**src/rtl/instruction_fetch.sv**
```systemverilog
// -----------------------------------------------------------------------------
// instruction_fetch
//   IF stage of the 5-stage MIPS32 pipeline. Owns the PC, drives the word
//   address into the combinational instruction memory and captures the
//   returned word into the IF/ID register. Handles stalls, EX redirects,
//   halt and a fetch counter.
//
//   Optional feature macro: FETCH_ALIGN_CHECK_EN
//     defined   : a redirect to a non-word-aligned target enters the terminal
//                 FAULT state and records the target in fault_pc.
//     undefined : redirect_pc[1:0] is forced to 2'b00; fetch_fault/fault_pc
//                 are tied to 0.
//
// Ports
//   clk, rst_n       clock, asynchronous active-low reset
//   imem_addr        current PC (registered, no input-to-output path)
//   imem_instr       instruction returned for imem_addr
//   stall            hold PC and IF/ID
//   redirect_valid   taken branch/jump from EX, target on redirect_pc
//   halt_req         stop fetching (terminal until reset)
//   if_id_instr/pc/pc4/valid   IF/ID pipeline register
//   halted           FSM in HALTED or FAULT
//   fetch_fault      sticky misaligned-redirect flag
//   fault_pc         offending redirect target
//   fetch_count      instructions captured with valid=1 (wraps at 2^32)
// -----------------------------------------------------------------------------
module instruction_fetch #(
    parameter int                ADDR_W   = 32,
    parameter logic [ADDR_W-1:0] RESET_PC = '0
) (
    input  logic              clk,
    input  logic              rst_n,
    output logic [ADDR_W-1:0] imem_addr,
    input  logic [31:0]       imem_instr,
    input  logic              stall,
    input  logic              redirect_valid,
    input  logic [ADDR_W-1:0] redirect_pc,
    input  logic              halt_req,
    output logic [31:0]       if_id_instr,
    output logic [ADDR_W-1:0] if_id_pc,
    output logic [ADDR_W-1:0] if_id_pc4,
    output logic              if_id_valid,
    output logic              halted,
    output logic              fetch_fault,
    output logic [ADDR_W-1:0] fault_pc,
    output logic [31:0]       fetch_count
);

    localparam logic [ADDR_W-1:0] PC_STEP = ADDR_W'(4);
    localparam logic [ADDR_W-1:0] ALIGN_M = ~ADDR_W'(3);

`ifdef FETCH_ALIGN_CHECK_EN
    typedef enum logic [1:0] {RUN, HALTED, FAULT} state_t;
`else
    typedef enum logic [0:0] {RUN, HALTED} state_t;
`endif

    state_t            state, state_nxt;
    logic [ADDR_W-1:0] pc, pc_nxt;
    logic              capture;     // load IF/ID from memory this edge
    logic              squash;      // clear if_id_valid this edge
    logic              fault_set;

    // Next-state and control decode. Priority in RUN:
    // redirect > halt > stall > sequential fetch.
    always_comb begin
        state_nxt = state;
        pc_nxt    = pc;
        capture   = 1'b0;
        squash    = 1'b0;
        fault_set = 1'b0;
        case (state)
            RUN: begin
                if (redirect_valid) begin
                    squash = 1'b1;
`ifdef FETCH_ALIGN_CHECK_EN
                    if (redirect_pc[1:0] != 2'b00) begin
                        state_nxt = FAULT;
                        fault_set = 1'b1;
                    end else begin
                        pc_nxt = redirect_pc;
                    end
`else
                    pc_nxt = redirect_pc & ALIGN_M;
`endif
                end else if (halt_req) begin
                    state_nxt = HALTED;
                    squash    = 1'b1;
                end else if (!stall) begin
                    capture = 1'b1;
                    pc_nxt  = pc + PC_STEP;
                end
            end
            default: begin
                // HALTED / FAULT: terminal, all requests ignored.
                squash = 1'b1;
            end
        endcase
    end

    always_ff @(posedge clk or negedge rst_n) begin
        if (!rst_n) state <= RUN;
        else        state <= state_nxt;
    end

    always_ff @(posedge clk or negedge rst_n) begin
        if (!rst_n) begin
            pc          <= RESET_PC;
            if_id_instr <= '0;
            if_id_pc    <= '0;
            if_id_pc4   <= '0;
            if_id_valid <= 1'b0;
            fetch_count <= '0;
        end else begin
            pc <= pc_nxt;
            if (squash) begin
                if_id_valid <= 1'b0;
            end else if (capture) begin
                if_id_instr <= imem_instr;
                if_id_pc    <= pc;
                if_id_pc4   <= pc + PC_STEP;
                if_id_valid <= 1'b1;
                fetch_count <= fetch_count + 32'd1;
            end
        end
    end

`ifdef FETCH_ALIGN_CHECK_EN
    always_ff @(posedge clk or negedge rst_n) begin
        if (!rst_n) begin
            fetch_fault <= 1'b0;
            fault_pc    <= '0;
        end else if (fault_set) begin
            fetch_fault <= 1'b1;
            fault_pc    <= redirect_pc;
        end
    end
`else
    assign fetch_fault = 1'b0;
    assign fault_pc    = '0;
`endif

    assign imem_addr = pc;
    assign halted    = (state != RUN);

endmodule

```
**config.mk**
```make
export PLATFORM = sky130hd
export DESIGN_NAME = instruction_fetch
export DESIGN_NICKNAME = d
export VERILOG_FILES = /design/src/rtl/instruction_fetch.sv
export SDC_FILE = /design/constraint.sdc
export NUM_CORES = 1
export LEC_CHECK = 0
export BUFFER_PORTS_ARGS = -buffer_cell sky130_fd_sc_hd__buf_2
export CAP_MARGIN = 40
export CORE_MARGIN = 5
export CORE_UTILIZATION = 50
export DETAILED_ROUTE_END_ITERATION = 10
export PLACE_DENSITY = 0.82
export SYNTH_ARGS = -nofsm -noshare
export SYNTH_HDL_FRONTEND = slang
export SYNTH_SLANG_ARGS = --single-unit
```
**constraint.sdc**
```tcl
create_clock -name clk -period 4.6 [get_ports clk]
set_input_delay 0.23 -clock clk [delete_from_list [all_inputs] [get_ports clk]]
set_output_delay 0.23 -clock clk [all_outputs]
set_load 0.02 [all_outputs]
```
==> qor.yml, run 1 <==
setup-violations-final: 0
avgSynthCellArea_um2: 9.09
holdBufCountCts: 26
busiest_layer: "met2"
fp.dieH_um: 132
power.internal_uw: 2650
cts_root_buf: "clkbuf_16"
finalPower_uw: 3830
finClkSkew_ns: 0.00664
worstMarginPinSlew_ns: 0.829
cts_buffers: 17
num_rows: 44
vias: 6566
whs_ns: 0.0105
startpoint_type: "register"
finalHoldViolCount: 0
yosys-top-cells-area: "dfrtp_1 (53%), nand2_1 (12%), xnor2_1 (4.8%)"
syn_area_mm2: 0.00742
grt_pass1_wl_mm: 33.4
core_area_mm2: 0.0145
synthArstFlopShare: 1.00
required_ns: 4.90
mostFrequentLayoutCells: "nand2_1 (246), buf_2 (221), dfrtp_1 (156), xnor2_1 (41), o21ai_0 (40)"
final_core_util: 0.647
wl_mm: 20.6
ys_types: 49
drt-initial-drc-count: 451
synth_top_area_frac: 0.526
cts.sinks: 156
layout_commonest_cell: "nand2_1"
grt_pass1_vias: 6492
initial_core_util: 0.511
insertion_delay_ns: 0.42
synth-edff-count: 0
htreeDepth: 4
drive_above_1_share: 0.257
firstDrtPassIters: 6
nNetsFinal: 1109
status: "finished, final reports clean"
pwr-share-seq: 0.441
path_clk_slew_ns: 0.06
syn2layout_area_growth_pct: 26.7
ios: 264
fin_crit_ns: 2.64
route.detailed.drc: 0
arrival_ns: 2.94
yosys.area.top_type: "dfrtp_1"
io_buffers: 222
fmax_mhz: 378
ys_seq_area_frac: 0.526
finalInstanceArea_mm2: 0.00940
grtUsageTotal: 0.235
clock_power_share: 0.377
via_per_inst: 5.31
wl_per_cell_um: 16.6
crit_fanout: 10
met2_usage: 0.389
path_class: "register to register"
cellPowerDensity_mw_per_mm2: 408
rr_worst_depth: 6
synth_warnings: 0
p_sw_uw: 1180
holdPathStages: 3
hpwl_mm: 14.0
p_sw_frac: 0.308
grt_max_degree: 77
ant_nets: 0
leakagePower_uw: 0.00488
grt_util_met3: 0.0725
synthCells: 816
drv_cap: 0
setup_tns_ns: 0
design.die.area_mm2: 0.0174
synth_seq_cells: 156
postCtsSetupRepairBufs: 0
pwr-share-comb: 0.182
grt_use_met1: 0.293
vdd_drop_max_v: 0.000327
hold_path.class: "primary input to register"
antenna_found_initial: 2
worst_setup_path_end_kind: "register"
placed_area_mm2: 0.00852
min_period_over_period: 0.575
synth-main-ff-cell: "dfrtp_1"
slew_violations: 0
fp.dieW_um: 132
clockBufferDepth: 2
slew-limit-headroom: 0.442
gp_congestion: 0.853
cts_resized: 0
rsz0062_at_grt: "no"
grt-ovfl-total: 0
cts_tree: "yes"
cells in the mapped netlist, types with 2 or more instances:
cell type and n:
a211oi_1 9, a21o_1 3, a21oi_1 16, a22oi_1 2, a2bb2oi_1 4, a311oi_1 3
a31oi_1 5, and2_1 5, and3_1 10, and4_1 10, buf_1 4, buf_2 6
buf_4 42, clkbuf_1 39, dfrtp_1 156, ha_1 2, inv_1 6, mux2i_1 4
nand2_1 247, nand3_1 30, nand4_1 23, nor2_1 30, nor2b_1 2, nor3_1 16
nor4_1 9, nor4_2 2, o211ai_1 3, o21a_1 2, o21ai_0 41, o22a_1 2
o22ai_1 6, o311ai_0 3, or3_1 3, or4_4 2, xnor2_1 41, xor2_1 15
power groups by stage:
stage / Sequential, uW / Clock [uW] / Combinational, uW
after global routing: 1720 / 1540 / 761
after CTS: 1690 / 1480 / 702
final: 1690 / 1450 / 696
after floorplan: 1830 / 0 / 299
after global placement: 1700 / 0 / 666
after detailed placement: 1710 / 0 / 683
layout make-up:
cell class,count,area [um^2]
fillers,1205,5130
well taps,184,230
flip-flops and latches,156,3900
repair buffers,257,1490
clock inverters,13,166
multi-input cells,599,3130
inverters,7,26.3
clock buffers,19,453
diodes,2,5.00
critical path: stages, from the launching register on:
cell	delay (ns)
dfrtp_1	0.50
ha_1	0.33
nand4_1	0.18
or4_4	0.65
or4_4	0.55
o311ai_1	0.24
nand2_1	0.07
cells by family after synthesis:
logic type,Yosys count,synth area share
other cells,1,0.000505
xor+xnor,56,0.0661
buf+inv,99,0.0734
compound gates,106,0.0890
simple gates,392,0.236
flops,156,0.526
mux,4,0.00540
fa+ha+maj,2,0.00337
metrics by stage:
stage,setup WS (ns),std cells
global placement,1.88,1175
floorplan,2.09,854
finish,1.96,1237
CTS,1.96,1235
global route,1.80,1236
detailed placement,1.98,1177
worst paths after layout:
| path | from | endpoint | slack, ns |
|---|---|---|---|
| worst max-delay path | imem_addr[2] | imem_addr[26] | 1.96 |
| worst min-delay path | imem_instr[1] | if_id_instr[1] | 0.01 |
| worst max register to register | imem_addr[2] | imem_addr[26] | 1.96 |
| worst min register to register | fetch_count[31] | fetch_count[31] | 0.47 |
| max in group asynchronous | rst_n | imem_addr[6] | 3.18 |
| min in group asynchronous | rst_n | if_id_pc[11] | 0.31 |
per-layer routing:
metal | up-vias | routed length (um)
met3 | 37 | 1410
met4 | 2 | 477
li1 | 3121 | -
met1 | 3172 | 8380
met2 | 234 | 10300
met5 | - | 13
flip-flops by register name, summed over array words and instances (netlist names):
name         flops
fetch_count     32
halted           1
if_id_instr     32
if_id_pc        30
if_id_pc4       30
if_id_valid      1
imem_addr       30
Power figures use the tool's default switching activity.
==> inputs of run 2 (changes only) <==
==> constraint.sdc (replaced) <==
create_clock -name clk -period 2.6 [get_ports clk]
set_input_delay 0.13 -clock clk [delete_from_list [all_inputs] [get_ports clk]]
set_output_delay 0.13 -clock clk [all_outputs]
set_load 0.02 [all_outputs]
==> qor.yml, run 2 (synthesis gave the netlist of run 1 again) <==
mostFrequentLayoutCells: "nand2_1 (246), buf_2 (221), dfrtp_1 (156), dlygate4sd3_1 (42), xnor2_1 (41)"
whs_ns: 0.0227
layout_commonest_cell: "nand2_1"
hpwl_mm: 14.8
final_core_util: 0.662
max_stage_delay_ns: 0.64
worstSetupStartpoint: "imem_addr[3]"
setup-violations-final: 0
status: "finished, final reports clean"
cts.sinks: 156
core_area_mm2: 0.0145
io_buffers: 222
slew_violations: 0
required_ns: 2.90
drive_above_1_share: 0.265
num_rows: 44
p_sw_uw: 2170
vdd_drop_max_v: 0.000529
fmax_mhz: 411
cp_slowest_cell: "or4_4"
setup_tns_ns: 0
finalInstanceArea_mm2: 0.00962
placed_area_mm2: 0.00863
grtUsageTotal: 0.244
crit_fanout: 10
antenna_found_initial: 2
vias: 6777
fin_crit_ns: 2.43
worst_setup_path_end_kind: "register"
cts_root_buf: "clkbuf_16"
path_class: "register to register"
clock_power_share: 0.358
place_ws_ns: 0.231
p_sw_frac: 0.324
rr_worst_depth: 6
finalWorstSetupSlack_ns: 0.166
crit_chain: "ha_1 -> nand4_1 -> or4_4 -> or4_4 -> o311ai_1 -> nand2_1"
path_clk_slew_ns: 0.07
drt-initial-drc-count: 622
top_regs: "fetch_count x32, if_id_instr x32"
grt-ovfl-total: 0
grt_pass1_wl_mm: 34.5
cts_tree: "yes"
startpoint_type: "register"
hold_path.class: "primary input to register"
grt_pass1_vias: 6478
wl_mm: 21.4
hold_path.startpoint: "redirect_pc[22]"
rsz0062_at_grt: "no"
pwr-share-comb: 0.202
ios: 264
route.detailed.drc: 0
insertion_delay_ns: 0.42
fp.dieW_um: 132
min_period_over_period: 0.936
cp_common_cell: "or4_4"
crit_family: "simple AND/OR/NAND/NOR gates"
power.internal_uw: 4510
drv_cap: 0
via_per_inst: 5.33
cp_num_cells: 6
grt_max_degree: 71
fillCellCount: 1173
initial_core_util: 0.511
holdPathStages: 3
r2r_start: "imem_addr[3]"
leakagePower_uw: 0.00500
cts_buffers: 17
arrival_ns: 2.73
syn2layout_area_growth_pct: 29.7
clockBufferDepth: 2
htreeDepth: 4
fp.dieH_um: 132
worst-path-buf-inv: 0
worstMarginPinSlew_ns: 0.669
finClkSkew_ns: 0.00786
ant_nets: 0
design.die.area_mm2: 0.0174
finalHoldViolCount: 0
slew-limit-headroom: 0.554
pwr-share-seq: 0.440
firstDrtPassIters: 5
gp_congestion: 0.882
nNetsFinal: 1144
wl_per_cell_um: 16.8
cellPowerDensity_mw_per_mm2: 694
## run 2: cell count changes in the layout (fill, tap and decap cells not counted), sizes merged
cell,change
buf,+19
bufinv,-2
clkbuf,-1
clkinv,-3
clkinvlp,+3
dlygate4sd3,+16
inv,+3
## run 2: tightest hold or removal path, delay by kind of cell
kind                   cells  cell delay, ns
AOI/OAI and AO/OA          2            0.17
buffers and inverters      1            0.10
## run 2: layout make-up
type / instances / area, um^2 / area share
Clock buffer: 18 / 429 / 0.0446
Timing Repair Buffer: 292 / 1760 / 0.183
Inverter: 7 / 26.3 / 0.00273
Multi-Input combinational cell: 599 / 3130 / 0.325
Antenna cell: 2 / 5.00 / 0.000520
Tap cell: 184 / 230 / 0.0239
Sequential cell: 156 / 3900 / 0.406
Clock inverter: 14 / 139 / 0.0144
## run 2: final timing paths
| path | to | slack [ns] |
|---|---|---|
| worst min-delay path | imem_addr[22] | 0.02 |
| max in group asynchronous | imem_addr[23] | 1.53 |
| worst min register to register | if_id_pc4[23] | 0.47 |
| min in group asynchronous | if_id_pc[11] | 0.29 |
| worst max-delay path | imem_addr[26] | 0.17 |
| worst max register to register | imem_addr[26] | 0.17 |
## run 2: routing by layer
layer / vias to the layer above / global-route usage / wire length, um
met5: - / 0 / 0
met4: 0 / 0.0943 / 598
met3: 46 / 0.0634 / 1660
met2: 292 / 0.400 / 10500
met1: 3246 / 0.311 / 8590
li1: 3193 / - / -
## run 2: metrics by stage
step,power [uW],instances
5_1_grt,6990,1272
6_report,6680,1272
3_3_place_gp,4240,1196
4_1_cts,6720,1270
3_5_place_dp,4280,1196
2_1_floorplan,3770,854
## run 2: what timing repair did
| item | in CTS | in global routing |
|---|---|---|
| endpoints found under the hold margin | 108 | 0 |
| gates resized for setup | 0 | 0 |
| setup buffers | 0 | 0 |
| hold buffers | 42 | 0 |
## run 2: power by group through the flow
stage	registers [uW]	clock network [uW]	logic [uW]
floorplan	3240	0	528
global route	2980	2540	1470
global placement	2960	0	1280
CTS	2930	2430	1360
finish	2940	2390	1350
detailed placement	2970	0	1300
